## src/rtl/uart_rx_pkg.sv

```systemverilog
// Shared definitions for the UART receiver: FSM state encoding and data width.
// The transmitter uses the same encodings so the two stay in step.
package uart_rx_pkg;

   localparam int data_width = 8;

   typedef enum logic [2:0] {
      IDLE  = 3'd0,
      START = 3'd1,
      DATA  = 3'd2,
      STOP  = 3'd3,
      BREAK = 3'd4
   } state_t;

endpackage

```

## src/rtl/uart_rx_sync_2ff.sv

```systemverilog
// Single-bit two-flop synchronizer with a parameterised reset value, used to bring
// the asynchronous rx pad into the clock domain.
module uart_rx_sync_2ff #(
   parameter logic reset_value = 1'b1
) (
   input  logic clock,
   input  logic reset,
   input  logic d,
   output logic q
);

   logic [1:0] stage_reg;

   always_ff @(posedge clock or posedge reset) begin
      if (reset) begin
         stage_reg <= {2{reset_value}};
      end else begin
         stage_reg <= {stage_reg[0], d};
      end
   end

   assign q = stage_reg[1];

endmodule

```

## src/rtl/uart_rx.sv

```systemverilog
// 8N1 UART receiver: samples each bit at its midpoint (clock_bit+1 clocks per bit)
// and reports a good byte with done, or a low stop bit with ferr.
module uart_rx
   import uart_rx_pkg::*;
#(
   parameter logic [15:0] clock_bit = 16'd434
) (
   input  logic                  clock,
   input  logic                  reset,
   input  logic                  rx,
   output logic [data_width-1:0] readdata,
   output logic                  done,
   output logic                  ferr,
   output logic                  busy
);

   localparam logic [15:0] half_bit = clock_bit >> 1;

   logic                  rx_s;
   state_t                state_reg;
   logic [15:0]           counter_reg;
   logic [2:0]            index_reg;
   logic [data_width-1:0] shift_reg;
   logic [data_width-1:0] readdata_reg;
   logic                  done_reg;
   logic                  ferr_reg;

   uart_rx_sync_2ff #(
      .reset_value(1'b1)
   ) u_sync (
      .clock(clock),
      .reset(reset),
      .d    (rx),
      .q    (rx_s)
   );

   always_ff @(posedge clock or posedge reset) begin
      if (reset) begin
         state_reg    <= IDLE;
         counter_reg  <= 16'd0;
         index_reg    <= 3'd0;
         shift_reg    <= '0;
         readdata_reg <= '0;
         done_reg     <= 1'b0;
         ferr_reg     <= 1'b0;
      end else begin
         done_reg <= 1'b0;
         ferr_reg <= 1'b0;
         case (state_reg)
            IDLE: begin
               counter_reg <= 16'd0;
               index_reg   <= 3'd0;
               if (!rx_s) state_reg <= START;
            end
            START: begin
               // A start bit that is no longer low at its midpoint is treated as noise.
               if (counter_reg == half_bit) begin
                  counter_reg <= 16'd0;
                  state_reg   <= rx_s ? IDLE : DATA;
               end else begin
                  counter_reg <= counter_reg + 16'd1;
               end
            end
            DATA: begin
               if (counter_reg == clock_bit) begin
                  counter_reg          <= 16'd0;
                  shift_reg[index_reg] <= rx_s;
                  if (index_reg == 3'd7) begin
                     state_reg <= STOP;
                  end else begin
                     index_reg <= index_reg + 3'd1;
                  end
               end else begin
                  counter_reg <= counter_reg + 16'd1;
               end
            end
            STOP: begin
               if (counter_reg == clock_bit) begin
                  counter_reg <= 16'd0;
                  if (rx_s) begin
                     readdata_reg <= shift_reg;
                     done_reg     <= 1'b1;
                     state_reg    <= IDLE;
                  end else begin
                     ferr_reg  <= 1'b1;
                     state_reg <= BREAK;
                  end
               end else begin
                  counter_reg <= counter_reg + 16'd1;
               end
            end
            BREAK: begin
               // Hold off start detection until the line has gone idle again.
               counter_reg <= 16'd0;
               if (rx_s) state_reg <= IDLE;
            end
            default: begin
               state_reg <= IDLE;
            end
         endcase
      end
   end

   assign readdata = readdata_reg;
   assign done     = done_reg;
   assign ferr     = ferr_reg;
   assign busy     = (state_reg != IDLE);

endmodule

```

## config.mk

```make
export PLATFORM = sky130hd
export DESIGN_NAME = uart_rx
export DESIGN_NICKNAME = d
export VERILOG_FILES = /design/src/rtl/uart_rx_pkg.sv /design/src/rtl/uart_rx_sync_2ff.sv /design/src/rtl/uart_rx.sv
export SDC_FILE = /design/constraint.sdc
export NUM_CORES = 1
export LEC_CHECK = 0
export CORE_MARGIN = 2
export CORE_UTILIZATION = 60
export DETAILED_ROUTE_END_ITERATION = 16
export PLACE_DENSITY_LB_ADDON = 0.2
export SYNTH_ARGS = -nofsm -noshare
export SYNTH_HDL_FRONTEND = slang
export SYNTH_SLANG_ARGS = --single-unit
```

## constraint.sdc

```tcl
create_clock -name clock -period 5.35 [get_ports clock]
set_input_delay 1.07 -clock clock [delete_from_list [all_inputs] [get_ports clock]]
set_output_delay 1.07 -clock clock [all_outputs]
set_load 0.03 [all_outputs]
```

After elaboration in Yosys (flattened, before gate mapping)
Cells that the tools add are included.

Register bits after elaboration: 42. Bits of input ports: 3. Output and inout port bits: 11. Word-level logic and storage cells: 61.

$add $sub $neg: 2. Magnitude comparators: 2. Equality and inequality tests: 14. Mux-type cells: 24. Reduce and logical (&&, ||, !) cells: 11.

Operators with widths (number): 16-bit case mux with 3 select lines (1); 16-bit 2-to-1 mux (2); 3-bit 2-to-1 mux (9); 16-bit by 1-bit adder with 16-bit output (second input constant) (1); 16-bit by 8-bit equality test with 1-bit output (second input constant) (1); 16-bit by 9-bit equality test with 1-bit output (second input constant) (1); 3-bit case mux with 5 select lines (1); 2-bit inequality test (second input constant) (6); 8-bit bitwise mux (1); 1-bit 2-to-1 mux (7); 3-bit by 2-bit equality test with 1-bit output (second input constant) (2); 3-bit equality test (second input constant) (2); 3-bit case mux with 2 select lines (1); 3-bit AND reduction (2); 6-bit AND reduction (1); 3-bit nonzero test (2); 3-bit by 4-bit < comparator with 1-bit output (second input constant) (1); 2-bit OR reduction (2); 3-bit by 1-bit adder with 3-bit output (second input constant) (1); 1-bit demux with 3-bit select (1); 3-bit by 1-bit equality test with 1-bit output (second input constant) (1); 3-bit by 1-bit greater-or-equal comparator with 1-bit output (second input constant) (1); 3-bit zero test (1); 2-bit 2-to-1 mux (1); other kinds (4) (4).

Logic depth before layout (Yosys ltp)
Gate-level depths: netlist of the first run.

Depth after elaboration: 5. Mapped depth: 7. Gate-level depth less buffers: 6.

Cells and area by module
From an unflattened synthesis of the first run, not the netlist that was laid out.

Cell total of the unflattened synthesis: 217. Area, all modules: 2214.6 um2.

By module, submodules not included: uart_rx (times used 1, cells an instance 214, area each 2158.3 um2, sequential area each 1001.0 um2); uart_rx_sync_2ff (times used 1, cells an instance 3, area each 56.3 um2, sequential area each 52.6 um2).

Least setup slack after synthesis of the first run
Ideal clock, no wire load.

Path kind: register to output. Start point: register state_reg[0]. End point: output busy. Data arrival time: 0.950 ns. Required time: 4.280 ns. Path slack: 3.330 ns. Cell stages (with the launch flop): 4. Path buffers: 1. Cells stage by stage: dfrtp_1 -> buf_4 -> inv_1 -> nand3_1.

Cells in the longest elaborated chain, start to end: 1.

RTL lines: start, declared (line uart_rx.sv:20) `state_t state_reg;`; start signal, assigned (line uart_rx.sv:59) `state_reg <= rx_s ? IDLE : DATA;`; 3-bit nonzero test (line uart_rx.sv:107) `assign busy = (state_reg != IDLE);`; end, declared (line uart_rx.sv:14) `output logic busy`.

No other way between the ends.

Worst setup path in the final report of the first run
Ends and elaborated chain as after synthesis.

==> summary.txt, run 1 <==
RR Startpoint: counter_reg[9]
DRT iter0 DRCs: 162
Status: finished, final reports clean
Core Area: 3420 um^2
CP Launch Point: state_reg[0]
Area contributors post-synth: dfrtp_1, mux2_2, nand3_1
CTS tree: yes
Period utilisation layout: 58.1%
Post-CTS Resized: 0
Sw Pwr: 0.109 mW
DR vias/cell: 6.13
GRT busiest layer: met2
Mean routed wirelength per cell: 15.6 um
Rel. slew slack: 41.9%
# Post-CTS Setup Buffers: 0
R2r worst-path depth: 4
Clk_skew: 0.00571 ns
Final-report hold violation count: 0
CTS H-tree lvls: 2
Die area: 4160 um^2
Fillers: 260
Share of layout cells above drive strength 1: 14.9%
Gate Count Post-Synth: 204
Maximum VDD drop: 0.120 mV
Main combinational cell family by area after synthesis: simple AND/OR/NAND/NOR gates
Data required, critical path: 4.28 ns
Part of the Yosys area used for sequential elements: 47.9%
GPL Wtd Cong: 0.861
Max FFs per register: 16
Worst setup EP type: output pin
Post-synthesis mux area share: 9.57%
Post-synth ARST share: 100%
Root Driver: clkbuf_4
Seq cells post-synth: 42
Avg Cell Area, Syn: 10.8 um^2
Diode count: 0
Max-Cap Viols: 0
Final Max Tran Viols: 0
Least-Margin Pin Slew: 0.871 ns
Die Span Y: 64.5 um
Setup crit end: busy
Met2 Use GR: 37.6%
Synth Area in Adders: 2.85%
Pin count of the biggest net entering global routing: 43
Netlist cell types: 48
Flop pwr share: 66.7%
PwrDens: 200 nW/um^2
Final min period: 3.11 ns
Worst min path class: register to register
Io pins: 14
Initial antenna violation count: 0
Sw Ratio: 22.8%
Post-Route WL: 4.15 mm
Layout net count: 228
RSZ-0062 raised after global routing: false
EDFF count, synth: 0
XOR/XNOR share of the synthesized area: 2.39%
First-pass GRT wire length: 7.08 mm
Crit-path max FO: 12
F_max: 322 MHz
Leak Pwr: 1.05 nW
Clock power frac: 31.6%
Top cell type by total area after synthesis: dfrtp_1
Layout area overhead: 9.34%
Vias in the first global route: 1600
Reg clk slew, reported paths: 0.12 ns
Final setup violating endpoints: 0
Num CTS Buffers: 5
Worst reg2reg setup slack: 3.09 ns
Power Internal: 0.371 mW
Setup total negative slack: 0 ns
Met3 usage: 3.99%
Logic gate share of total power: 1.7%
Top-area cell type share of the netlist area: 45.6%
Top FF cell, synth: dfrtp_1
Syn nets: 212
Critical Path Source Type: register
Number of iterations in the first detailed-routing pass: 4
Overflow after GRT: 0
RR Endpoint: counter_reg[6]
Cell Rows: 21
Hpwl dp: 2.87 mm
Synthesized-area fraction occupied by and/or/nand/nor cells: 23.1%
Port-buffer cells: 13
Clock Latency Late Sink: 0.35 ns
ANT nets after route: 0
Critical setup path kind: register to output pin
Max Root-Sink Buffers: 2
GRT Total Usage: 22.0%
Starting density of the core: 64.3%
CTS Sinks: 42
Die extent in x: 64.5 um
Final Core Density: 70.3%
Worst Path Arrival: 2.04 ns
Synthesis Warnings: 0
# hold bufs at CTS: 0
Compound-Gate Fraction of Synth Area: 10.2%
M1 GR Usage: 27.3%
Via count: 1638
DRC viols: 0
Post-Synthesis Cell Area: 2200 um^2
==> synth_stat cells, types with 8 or more instances <==
| library cell | count |
|---|---|
| mux2_2 | 12 |
| nand4_1 | 8 |
| nand2_1 | 13 |
| nand3_1 | 15 |
| inv_1 | 12 |
| nor2_1 | 13 |
| a21oi_1 | 8 |
| dfrtp_1 | 40 |
==> area by class of cell <==
| type | count | area (um^2) | area share (%) |
|---|---|---|---|
| clock inverters | 2 | 10.0 | 0.417 |
| well taps | 46 | 57.6 | 2.40 |
| clock buffers | 6 | 41.3 | 1.72 |
| inverters | 12 | 45.0 | 1.88 |
| flip-flops and latches | 42 | 1050 | 43.9 |
| repair buffers | 14 | 138 | 5.73 |
| multi-input cells | 145 | 1060 | 44.0 |
==> power by group through the flow <==
stage               logic [mW]  clock network, mW  registers, mW
global route           0.00949              0.172          0.321
finish                 0.00798              0.152          0.321
CTS                    0.00860              0.157          0.321
global placement       0.00810                  0          0.327
detailed placement     0.00856                  0          0.327
floorplan              0.00564                  0          0.325
==> worst min-delay path by stage <==
| stage | start | to | slack, ns | depth (start not counted) |
|---|---|---|---|---|
| after floorplan | u_sync.stage_reg[0] | u_sync.stage_reg[1] | 0.35 | 0 |
| after global placement | u_sync.stage_reg[0] | u_sync.stage_reg[1] | 0.35 | 0 |
| after detailed placement | u_sync.stage_reg[0] | u_sync.stage_reg[1] | 0.35 | 0 |
| after CTS | u_sync.stage_reg[0] | u_sync.stage_reg[1] | 0.37 | 0 |
| after global routing | u_sync.stage_reg[0] | u_sync.stage_reg[1] | 0.37 | 0 |
| final | u_sync.stage_reg[0] | u_sync.stage_reg[1] | 0.37 | 0 |
==> layer usage <==
layer  wire length [um]  share of wire, %
met4                 71               1.7
met2               2100                51
met1               1840                44
met3                133               3.2
met5                  0                 0
==> stage by stage <==
stage	std cells	hold WS (ns)	total power [mW]	setup slack [ns]	area (um^2)
3_3_place_gp	259	0.347	0.335	2.73	2350
2_1_floorplan	204	0.345	0.331	3.31	2200
3_5_place_dp	259	0.349	0.335	2.68	2350
4_1_cts	267	0.366	0.486	2.28	2400
6_report	267	0.366	0.480	2.24	2400
5_1_grt	267	0.369	0.503	2.18	2400
==> layout by cell type, fill, tap and decap left out, types with 4 or more instances in the layout <==
cell,count
o31ai_1,4
dfrtp_1,40
nor2_1,13
nor3_1,5
mux2_1,4
nand4_1,8
nand3_1,15
clkdlybuf4s50_1,13
o21ai_0,4
nand2b_1,5
clkbuf_4,5
inv_1,12
and3_1,5
a21oi_1,8
ha_1,5
or4_1,5
nand2_1,13
mux2_2,12
==> cell families after synthesis <==
kind of cell             count (synthesis)
AND/OR/NAND/NOR                         84
adder cells (fa/ha/maj)                  5
buffers and inverters                   17
AO/OA/AOI/OAI                           31
multiplexers                            19
XOR/XNOR                                 6
flip-flops                              42
==> worst max-delay path, stage by stage (launching register included) <==
cell and delay (ns):
dfrtp_1 0.61, inv_1 0.18, nand3_1 0.19, clkdlybuf4s50_1 0.71
(Power assumes the default switching activity.)
==> run 2: changes to the inputs <==
- CORE_UTILIZATION: 60 -> 53
- clock period: 5.35 -> 2.7 ns (I/O delays scaled with it)
==> summary.txt, run 2 (same netlist as run 1, synthesis figures left out) <==
CTS Sinks: 42 (unchanged)
Data required, critical path: 2.16 ns (-2.12 ns)
CP bufs+invs: 2 (unchanged)
Status: finished, final reports clean
First-pass GRT wire length: 7.60 mm (+7.3%)
Worst min path class: register to register
Leak Pwr: 1.10 nW (+4.3%)
Layout net count: 229 (+0.44%)
Least-Margin Pin Slew: 0.667 ns (-0.204 ns)
CP top delay family: buffers and inverters
Clk_skew: 0.00858 ns (+0.00287 ns)
Die extent in x: 68.4 um (+6.0%)
Pin count of the biggest net entering global routing: 43 (unchanged)
DR vias/cell: 6.12 (-0.22%)
RSZ-0062 raised after global routing: false
# hold bufs at CTS: 0 (unchanged)
F_max: 402 MHz
Port-buffer cells: 13 (unchanged)
ANT nets after route: 0 (unchanged)
# Post-CTS Setup Buffers: 0 (unchanged)
Post-Route WL: 4.37 mm (+5.3%)
Hpwl dp: 3.18 mm (+11%)
Via count: 1665 (+1.6%)
Hold slack: 0.359 ns (-0.00651 ns)
Worst setup EP type: output pin
PwrDens: 503 nW/um^2 (+150%)
Layout area overhead: 14.1%
Number of iterations in the first detailed-routing pass: 4 (unchanged)
RR Endpoint: counter_reg[15]
Critical Path Source Type: register
Cell Rows: 23 (+9.5%)
Highest-count cells in the layout ignoring fill and taps: dfrtp_1, nand3_1, nand2_1, nor2_1, clkdlybuf4s50_1
Die Span Y: 68.4 um (+6.0%)
Initial antenna violation count: 0 (unchanged)
Fillers: 314 (+21%)
Diode count: 0 (unchanged)
Critical path cell sequence: inv_1 > nand3_1 > clkdlybuf4s50_1
Max Root-Sink Buffers: 2 (unchanged)
Num CTS Buffers: 5 (unchanged)
Levels on crit path: 3 (unchanged)
Delay of the slowest cell on the worst path: 0.70 ns (about the same)
Reg clk slew, reported paths: 0.08 ns (-0.04 ns)
Critical Path Slowest Stage Cell: clkdlybuf4s50_1
Min-Delay Endpoint: u_sync.stage_reg[1]
Io pins: 14 (unchanged)
Mean routed wirelength per cell: 16.1 um (+3.4%)
Critical setup path kind: register to output pin
Vias in the first global route: 1652 (+3.3%)
Post-CTS Resized: 0 (unchanged)
Crit-path max FO: 12 (unchanged)
Share of layout cells above drive strength 1: 15.8% (+0.83 points)
Starting density of the core: 54.9% (-9.4 points)
Final Max Tran Viols: 0 (unchanged)
Leading cell type in the layout, fill and taps excluded: dfrtp_1
Worst Path Arrival: 1.95 ns (-0.09 ns)
Core Area: 4000 um^2 (+17%)
Die area: 4680 um^2 (+12%)
Worst hold path cell count: 0 (unchanged)
Setup total negative slack: 0 ns (unchanged)
Final min period: 2.49 ns
CTS tree: yes
Clock Latency Late Sink: 0.30 ns (-0.05 ns)
DRC viols: 0 (unchanged)
Maximum VDD drop: 0.308 mV (+160%)
Period utilisation layout: 92.1%
RR Startpoint: state_reg[0]
DRT iter0 DRCs: 96 (-41%)
Rel. slew slack: 55.1% (+13 points)
Final setup violating endpoints: 0 (unchanged)
GPL Wtd Cong: 0.835 (-3.0%)
Max-Cap Viols: 0 (unchanged)
Worst reg2reg setup slack: 0.62 ns (-2.47 ns)
Register area: 1050 um^2 (unchanged)
Max FFs per register: 16 (unchanged)
Root Driver: clkbuf_8
Final-report hold violation count: 0 (unchanged)
Hold path startpoint: u_sync.stage_reg[0]
Overflow after GRT: 0 (unchanged)
GRT Total Usage: 22.2% (+0.15 points)
CTS H-tree lvls: 2 (unchanged)
R2r worst-path depth: 4 (unchanged)
Multi-input logic area: 1060 um^2 (unchanged)
[run 2: worst max-delay path by stage]
stage	start	slack, ns	end
finish	state_reg[0]	0.21	busy
CTS	state_reg[0]	0.20	busy
global placement	state_reg[0]	0.62	busy
global route	state_reg[0]	0.06	busy
detailed placement	state_reg[0]	0.54	busy
floorplan	counter_reg[9]	0.95	counter_reg[10]
[run 2: where the power goes]
group / switching [mW] / internal, mW
clock network: 0.216 / 0.394
registers: 0.00350 / 0.631
logic: 0.0122 / 0.00387
[run 2: metal layers]
metal	wire length, um	part of all wire (%)	track usage, %
met3	136	3.1	5.43
met5	0	0	0
met1	1950	45	26.8
met2	2230	51	38.0
met4	59	1.3	8.25
[run 2: worst reg2reg max path: stages (launching register included)]
cell,delay (ns)
dfrtp_1,0.52
o21ai_1,0.42
nand3_1,0.32
or4_1,0.57
a21oi_1,0.17
[run 2: area by class of cell]
type,instances,share of cell area [%]
sequential,42,42.0
clock inverter,2,2.40
multi-input combinational,145,42.2
tap,50,2.50
inverter,12,1.80
timing repair buffer,15,5.79
clock buffer,6,3.30
[run 2: metrics by stage]
step                power [mW]  worst slack (ns)  util, %  area [um^2]  std cells
global route              1.31            0.0639     62.7         2510        272
global placement         0.664             0.620     59.1         2360        264
floorplan                0.656             0.953        -         2200        204
finish                    1.26             0.212     62.7         2510        272
CTS                       1.28             0.197     62.7         2510        272
detailed placement       0.664             0.543     59.1         2360        264
